===== src/rtl/program_counter_stack.sv =====
// program_counter_stack: program counter with jump, relative branch and call/return stack
module program_counter_stack #(
  parameter int                 WIDTH     = 7,
  parameter int                 OFF_W     = 5,
  parameter int                 DEPTH     = 4,
  parameter logic [WIDTH-1:0]   RESET_VEC = '0
) (
  input  logic             clk_i,
  input  logic             rst_ni,
  input  logic             pc_clr_i,
  input  logic             enable_i,
  input  logic [2:0]       op_i,
  input  logic [WIDTH-1:0] target_i,
  input  logic [OFF_W-1:0] offset_i,
  output logic [WIDTH-1:0] counter_o,
  output logic             stack_empty_o,
  output logic             stack_full_o,
  output logic             error_o
);
  localparam int SP_W = $clog2(DEPTH + 1);
  localparam logic [2:0] OP_INC    = 3'd0;
  localparam logic [2:0] OP_JUMP   = 3'd1;
  localparam logic [2:0] OP_BRANCH = 3'd2;
  localparam logic [2:0] OP_CALL   = 3'd3;
  localparam logic [2:0] OP_RET    = 3'd4;
  logic [WIDTH-1:0] counter_q, counter_d;
  logic [SP_W-1:0]  sp_q, sp_d;
  logic             error_q, error_d;
  logic             push;
  logic             empty, full;
  logic [WIDTH-1:0] stack_q [2**SP_W];
  assign empty         = sp_q == '0;
  assign full          = sp_q == SP_W'(DEPTH);
  assign counter_o     = counter_q;
  assign stack_empty_o = empty;
  assign stack_full_o  = full;
  assign error_o       = error_q;
  // Next-state selection: clear beats hold, hold beats the opcode
  always_comb begin
    counter_d = counter_q;
    sp_d      = sp_q;
    error_d   = error_q;
    push      = 1'b0;
    if (pc_clr_i) begin
      counter_d = RESET_VEC;
      sp_d      = '0;
      error_d   = 1'b0;
    end else if (enable_i) begin
      case (op_i)
        OP_INC:    counter_d = counter_q + WIDTH'(1);
        OP_JUMP:   counter_d = target_i;
        OP_BRANCH: counter_d = counter_q + WIDTH'($signed(offset_i));
        OP_CALL: begin
          if (full) error_d = 1'b1;
          else begin
            push      = 1'b1;
            sp_d      = sp_q + SP_W'(1);
            counter_d = target_i;
          end
        end
        OP_RET: begin
          if (empty) error_d = 1'b1;
          else begin
            sp_d      = sp_q - SP_W'(1);
            counter_d = stack_q[sp_q - SP_W'(1)];
          end
        end
        default:   error_d = 1'b1;
      endcase
    end
  end
  // Control state registers
  always_ff @(posedge clk_i or negedge rst_ni) begin
    if (!rst_ni) begin
      counter_q <= RESET_VEC;
      sp_q      <= '0;
      error_q   <= 1'b0;
    end else begin
      counter_q <= counter_d;
      sp_q      <= sp_d;
      error_q   <= error_d;
    end
  end
  // Return-address storage; contents are don't-care after reset
  always_ff @(posedge clk_i) begin
    if (push) stack_q[sp_q] <= counter_q + WIDTH'(1);
  end
endmodule


===== config.mk =====
export PLATFORM = sky130hd
export DESIGN_NAME = program_counter_stack
export DESIGN_NICKNAME = d
export VERILOG_FILES = /design/src/rtl/program_counter_stack.sv
export SDC_FILE = /design/constraint.sdc
export NUM_CORES = 1
export LEC_CHECK = 0
export BUFFER_PORTS_ARGS = -buffer_cell sky130_fd_sc_hd__buf_2
export CORE_ASPECT_RATIO = 0.9
export CORE_UTILIZATION = 40
export CTS_BUF_LIST = sky130_fd_sc_hd__clkbuf_4
export DETAILED_ROUTE_END_ITERATION = 10
export GPL_TIMING_DRIVEN = 1
export PLACE_DENSITY_LB_ADDON = 0.05
export SYNTH_ARGS = -nofsm -noshare
export SYNTH_HDL_FRONTEND = slang
export SYNTH_SLANG_ARGS = --single-unit
export TNS_END_PERCENT = 30

===== constraint.sdc =====
create_clock -name clk_i -period 2.8 [get_ports clk_i]
set_input_delay 0.56 -clock clk_i [delete_from_list [all_inputs] [get_ports clk_i]]
set_output_delay 0.56 -clock clk_i [all_outputs]
set_load 0.02 [all_outputs]

==> summary.txt, run 1 <==
Status
  – Run status: finished clean

Synth
  – Synth async-reset ratio: 16.4%
  – Netlist cell types: 49
  – Compound-cell area share of the yosys netlist: 9.16%
  – Cells after Synth: 258
  – Post-Synth XOR/XNOR Area: 3.51%
  – Synth Net Count: 288
  – Adder-Cell Fraction of Synth Area: 4.20%
  – Register bit count reported by yosys: 67
  – EDFF count, synth: 56
  – Post-Syn Area per Cell: 13.4 um2
  – Number of synthesis warnings: 0
  – Largest family of logic cells by synthesized area: simple AND/OR/NAND/NOR gates
  – Post-Syn Area: 0.00346 mm2
  – Sequential area share after synthesis: 56.6%
  – Post-Synth Simple-Gate Area: 11.8%
  – Top_reg_cell synth: edfxtp_1
  – Post-synthesis mux area share: 11.4%

GRT
  – Initial antenna violation count: 0
  – Largest net degree at the start of global routing: 21
  – Vias in the first global route: 2171
  – GR Overflow Total: 0
  – First-pass GRT wire length: 12.5 mm
  – All-layer global routing usage: 19.0%

Clock network
  – Clock Tree Buf Depth: 2
  – CTS tree: yes
  – Number of post-CTS setup repair buffers: 0
  – Cts hold-fix bufs: 0
  – H-tree Lvls: 3
  – CTS buffer count: 9
  – Clock root buffer: clkbuf_4
  – Clock sink total: 67
  – Clock transition at path regs: 0.12 ns
  – Post-cts repair resize count: 0
  – Clk Latency, worst-skew pair: 0.42 ns

STA
  – Final worst-path cycle share: 88.6%
  – Unrepaired setup endpoints after global routing: no
  – Worst-margin pin slew: 0.698 ns
  – Final min period: 2.48 ns
  – Final setup fails: 0
  – Peak Freq: 0.403 GHz
  – Post-Route Setup TNS: 0 ns
  – Slew headroom: 53.1%
  – Hold Fails Final Rpt: 0
  – Final Max Tran Viols: 0
  – Clk_skew: 0.0269 ns

Setup path
  – CP top delay family: simple AND/OR/NAND/NOR gates
  – Startpoint Class: register
  – R2R Path End: stack_q[7][0]
  – Reg2Reg Depth: 8
  – Critical Path AT: 2.61 ns
  – Crit end category: register
  – Path type of the worst setup path: register to register
  – Worst reg-to-reg setup slack: 0.32 ns
  – Data required time of the critical path: 2.93 ns
  – Worst r2r src: sp_q[1]
  – Buffers & Inverters on Critical Path: 3
  – Crit-path cells: inv_1 > ha_1 > nand2_1 > inv_1 > nor4b_1 > nand3_1 > nor2_1 > buf_4
  – Crit-path max FO: 6
  – CP peak stage delay: 0.47 ns
  – Critical Path Most Common Cell: inv_1
  – Slowest CP cell: dfrtp_1

Floorplan
  – Initial core utilization: 42.0%
  – Die W: 100 um
  – DIE AREA: 0.00902 mm2
  – Row cnt: 31
  – Die height: 90.2 um
  – # IOs: 29
  – Core area: 0.00822 mm2

Drt
  – Drt total wl: 7.91 mm
  – Antenna viol nets, final: 0
  – 1st-iter DRT viols: 130
  – Via/cell ratio: 5.36
  – DR vias: 2256
  – Drt pass-1 iters: 4
  – Drt drc: 0
  – WL/cell: 18.8 um

Flow run
  – Max_cap viols: 0

Placement
  – Placed Cells: 406
  – RD Place Congestion: 0.840
  – PortBufs: 28
  – Detailed placer's ending HPWL: 5.78 mm

Finish
  – Fin cells: 421
  – Fillcell total: 796
  – Layout cells sized above 1: 21.9%
  – Area Growth Syn to Fin: 13.1%
  – Most frequent cells in the layout: edfxtp_1 (56), nor2_1 (29), buf_2 (28)
  – Commonest non-fill, non-tap cell in the layout: edfxtp_1
  – Antenna fix cells: 0
  – Seq. cell area: 0.00196 mm2
  – Multi-input logic area: 0.00139 mm2
  – Nets: 332

Pwr
  – Leakage power: 1.42 nW
  – Pwr Density: 504 mW/mm2
  – Worst VDD drop: 0.298 mV

Hold path
  – HP Class: input pin to async pin
-- cells in the mapped netlist, drive strengths merged (8+ instances only) --
library cell | n | area (um2)
nand2 | 11 | 41.3
inv | 10 | 37.5
o21ai | 12 | 60.1
edfxtp | 56 | 1680
xnor2 | 9 | 78.8
nor2 | 29 | 109
dfrtp | 11 | 275
buf | 8 | 63.8
nand2b | 10 | 62.6
mux4 | 14 | 353
ha | 10 | 125
a21oi | 8 | 40.0
-- through the flow --
step / setup WS (ns) / power [mW] / hold slack [ns] / utilization [%] / cell area, um2
2_1_floorplan: 0.183 / 1.31 / 0.264 / - / 3460
3_3_place_gp: 0.345 / 1.40 / 0.468 / 46.0 / 3780
3_5_place_dp: 0.335 / 1.40 / 0.466 / 46.0 / 3780
4_1_cts: 0.280 / 1.99 / 0.00108 / 47.5 / 3910
5_1_grt: 0.158 / 2.05 / 0.0153 / 47.5 / 3910
6_report: 0.319 / 1.97 / 0.00915 / 47.5 / 3910
-- state kept, by name (all words and copies together) (netlist names) --
register,cells
counter_o,7
error_o,1
sp_q,3
stack_q,56
-- layer usage --
metal | global-route usage (%) | vias to the layer above | wire length, um
met5 | 0 | - | 0
li1 | - | 1078 | -
met2 | 26.6 | 55 | 3430
met3 | 5.29 | 8 | 347
met4 | 4.23 | 0 | 99
met1 | 29.3 | 1115 | 4030
-- worst max path at each step --
stage,cells past startpoint,slack (ns),from,to
CTS,8,0.28,sp_q[1],stack_q[7][0]
global placement,6,0.35,op_i[2],stack_q[7][3]
global route,7,0.16,sp_q[1],counter_o[6]
detailed placement,8,0.33,sp_q[1],stack_q[7][2]
finish,8,0.32,sp_q[1],stack_q[7][0]
floorplan,9,0.18,sp_q[0],stack_q[1][0]
-- area by class of cell --
class                           instances  share of cell area (%)
Sequential cell                        67                    50.1
Multi-Input combinational cell        170                    35.4
Timing Repair Buffer                   44                    6.66
Tap cell                              115                    3.68
Clock buffer                            9                    1.73
Clock inverter                          6                    1.47
Inverter                               10                   0.960
-- report_power, final --
group / switching [mW] / leakage, nW / total [mW] / internal [mW]
Combinational: 0.155 / 0.695 / 0.263 / 0.108
Sequential: 0.0140 / 0.655 / 1.11 / 1.10
Clock: 0.335 / 0.0730 / 0.597 / 0.261
Total: 0.504 / 1.42 / 1.97 / 1.47
-- cells by family (layout without fill, tap and decap cells) --
kind of cell,Yosys count,count (layout)
multiplexers,18,18
buffers and inverters,21,69
flip-flops,67,67
adder cells (fa/ha/maj),11,11
AO/OA/AOI/OAI,47,47
AND/OR/NAND/NOR,81,81
XOR/XNOR,13,13
Note: power is estimated with default switching activity, not from simulation.
==> run 2, diff against run 1 <==
- ABC_AREA: default -> 1
==> run 2 against run 1 <==
Clock skew down 0.0048 ns; synthesized cell count grew 72%; routed wire length grew 15%; via count increased by 30%; count of clock-buffer cells in the layout is 4 higher; critical path depth shrank 1; combinational power increased to 3.2 times the previous value; critical path type unchanged; largest cell class unchanged.
==> summary.txt, run 2 <==
Status
  – Run status: finished clean

Drt
  – Antenna viol nets, final: 0
  – Via/cell ratio: 4.82
  – Drt pass-1 iters: 4
  – Drt total wl: 9.07 mm
  – DR vias: 2939
  – 1st-iter DRT viols: 160
  – WL/cell: 14.9 um
  – Drt drc: 0

Floorplan
  – Die height: 93.1 um
  – Initial core utilization: 42.1%
  – # IOs: 29
  – Core area: 0.00877 mm2
  – DIE AREA: 0.00961 mm2
  – Die W: 103 um
  – Row cnt: 32

Setup path
  – Path type of the worst setup path: register to register
  – R2R Path End: stack_q[2][5]
  – Crit-path max FO: 7
  – Crit end category: register
  – Data required time of the critical path: 2.85 ns
  – Worst reg-to-reg setup slack: 0.71 ns
  – Critical Path AT: 2.14 ns
  – Reg2Reg Depth: 7
  – Startpoint Class: register
  – Worst r2r src: sp_q[0]

Finish
  – Fillcell total: 882
  – Multi-input logic area: 0.00144 mm2
  – Commonest non-fill, non-tap cell in the layout: nand2_1
  – Most frequent cells in the layout: nand2_1 (137), inv_1 (57), nor2_1 (57)
  – Antenna fix cells: 0
  – Area Growth Syn to Fin: 12.4%
  – Layout cells sized above 1: 15.7%
  – Max reg flops: 56
  – Biggest register: stack_q
  – Seq. cell area: 0.00196 mm2
  – Final core utilization: 47.3%
  – Nets: 516

Clock network
  – Clock Tree Buf Depth: 2
  – Clock root buffer: clkbuf_4
  – Clock transition at path regs: 0.11 ns
  – H-tree Lvls: 3
  – CTS buffer count: 9
  – Clock sink total: 67
  – Clk Latency, worst-skew pair: 0.41 ns
  – CTS tree: yes

Synth
  – Cells after Synth: 443
  – Top_reg_cell synth: edfxtp_1
  – Synth top area share: 45.6%
  – Synth area leader: edfxtp_1
  – Register bit count reported by yosys: 67
  – Top cells by area, synth: edfxtp_1 (46%), nand2_1 (14%), dfrtp_1 (7.5%)
  – Top-count cell post-synth: nand2_1
  – EDFF count, synth: 56
  – Sequential area share after synthesis: 53.0%
  – Netlist cell types: 30
  – Synth async-reset ratio: 16.4%
  – Most common library cells after synthesis: nand2_1 (137), inv_1 (57), nor2_1 (57)
  – Number of synthesis warnings: 0
  – Post-Syn Area per Cell: 8.33 um2
  – Post-Syn Area: 0.00369 mm2
  – Synth Net Count: 473

STA
  – Unrepaired setup endpoints after global routing: no
  – Peak Freq: 0.478 GHz
  – Slew headroom: 53.6%
  – Clk_skew: 0.0221 ns
  – Worst-margin pin slew: 0.693 ns
  – Hold Fails Final Rpt: 0
  – Post-Route Setup TNS: 0 ns
  – Final Max Tran Viols: 0
  – Final worst-path cycle share: 74.6%
  – Final setup fails: 0
  – Setup ws final: 0.710 ns
  – Final min period: 2.09 ns
  – Hold WS: 0.366 ns

GRT
  – GR Overflow Total: 0
  – Vias in the first global route: 2775
  – Largest net degree at the start of global routing: 34
  – All-layer global routing usage: 21.2%
  – Initial antenna violation count: 0
  – First-pass GRT wire length: 14.6 mm

Pwr
  – Leakage power: 1.93 nW
  – Logic pwr share: 32.4%
  – Net switching power: 947 uW
  – Share of power burned in registers: 46.4%
  – Switch share: 36.8%
  – Worst VDD drop: 0.308 mV
  – Clock power frac: 21.2%
  – Internal power: 1.63 mW
  – Power Total: 2.58 mW
  – Pwr Density: 621 mW/mm2

Hold path
  – HP Class: input pin to register
  – Source of the worst hold timing path: pc_clr_i
  – Hold path depth: 2
  – Hold EP: error_o

Flow run
  – Max_cap viols: 0

Placement
  – Detailed placer's ending HPWL: 6.72 mm
  – PortBufs: 28
  – RD Place Congestion: 0.824
  – Place WS: 0.343 ns
[run 2: worst max path at each step]
| stage | from | to | slack (ns) | depth (start not counted) |
|---|---|---|---|---|
| 2_1_floorplan | sp_q[0] | stack_q[0][0] | 0.45 | 10 |
| 3_3_place_gp | op_i[2] | stack_q[2][2] | 0.45 | 8 |
| 3_5_place_dp | op_i[2] | stack_q[2][6] | 0.34 | 8 |
| 4_1_cts | sp_q[0] | stack_q[2][5] | 0.68 | 7 |
| 5_1_grt | sp_q[0] | stack_q[2][5] | 0.50 | 7 |
| 6_report | sp_q[0] | stack_q[2][5] | 0.71 | 7 |
[run 2: metal layers]
metal | wire length (um) | global-route usage, % | vias up
met4 | 57 | 4.23 | 0
met3 | 287 | 4.71 | 6
li1 | - | - | 1508
met2 | 4140 | 33.0 | 37
met5 | 0 | 0 | -
met1 | 4580 | 30.3 | 1388
[run 2: critical path, cell delays in order (launching register included)]
cell	delay, ns
dfrtp_1	0.38
inv_2	0.05
ha_1	0.21
nand2_1	0.12
nand3_1	0.11
nor2_1	0.22
nand2_1	0.16
nor2_1	0.47
[run 2: power groups by stage]
stage	Clock [mW]	Combinational, mW	Sequential [mW]
4_1_cts	0.555	0.850	1.20
6_report	0.545	0.835	1.19
5_1_grt	0.592	0.952	1.20
3_3_place_gp	0	0.851	1.22
3_5_place_dp	0	0.847	1.22
2_1_floorplan	0	0.547	1.23
[run 2: cells by family after synthesis]
group / after synthesis / synth area share [%]
fa+ha+maj: 11 / 3.93
simple gates: 251 / 28.9
flops: 67 / 53.0
xor+xnor: 2 / 0.475
buf+inv: 75 / 8.07
compound gates: 37 / 5.63
[run 2: layout make-up]
cell class | count | share of cell area, %
Clock buffer | 13 | 2.35
Tap cell | 119 | 3.59
Sequential cell | 67 | 47.2
Clock inverter | 3 | 0.422
Inverter | 65 | 5.88
Multi-Input combinational cell | 301 | 34.6
Timing Repair Buffer | 42 | 5.97
[run 2: stage by stage]
step,instance area [um2],std cells
after floorplan,3690,443
after global placement,4020,593
after detailed placement,4020,593
after CTS,4150,610
after global routing,4150,610
final,4150,610
[run 2: what timing repair did]
action	4_1_cts	5_1_grt
resized for setup	0	0
hold buffers	1	0
hold endpoints to repair	4	0
setup buffers	0	0
endpoints found under the setup margin	0	0
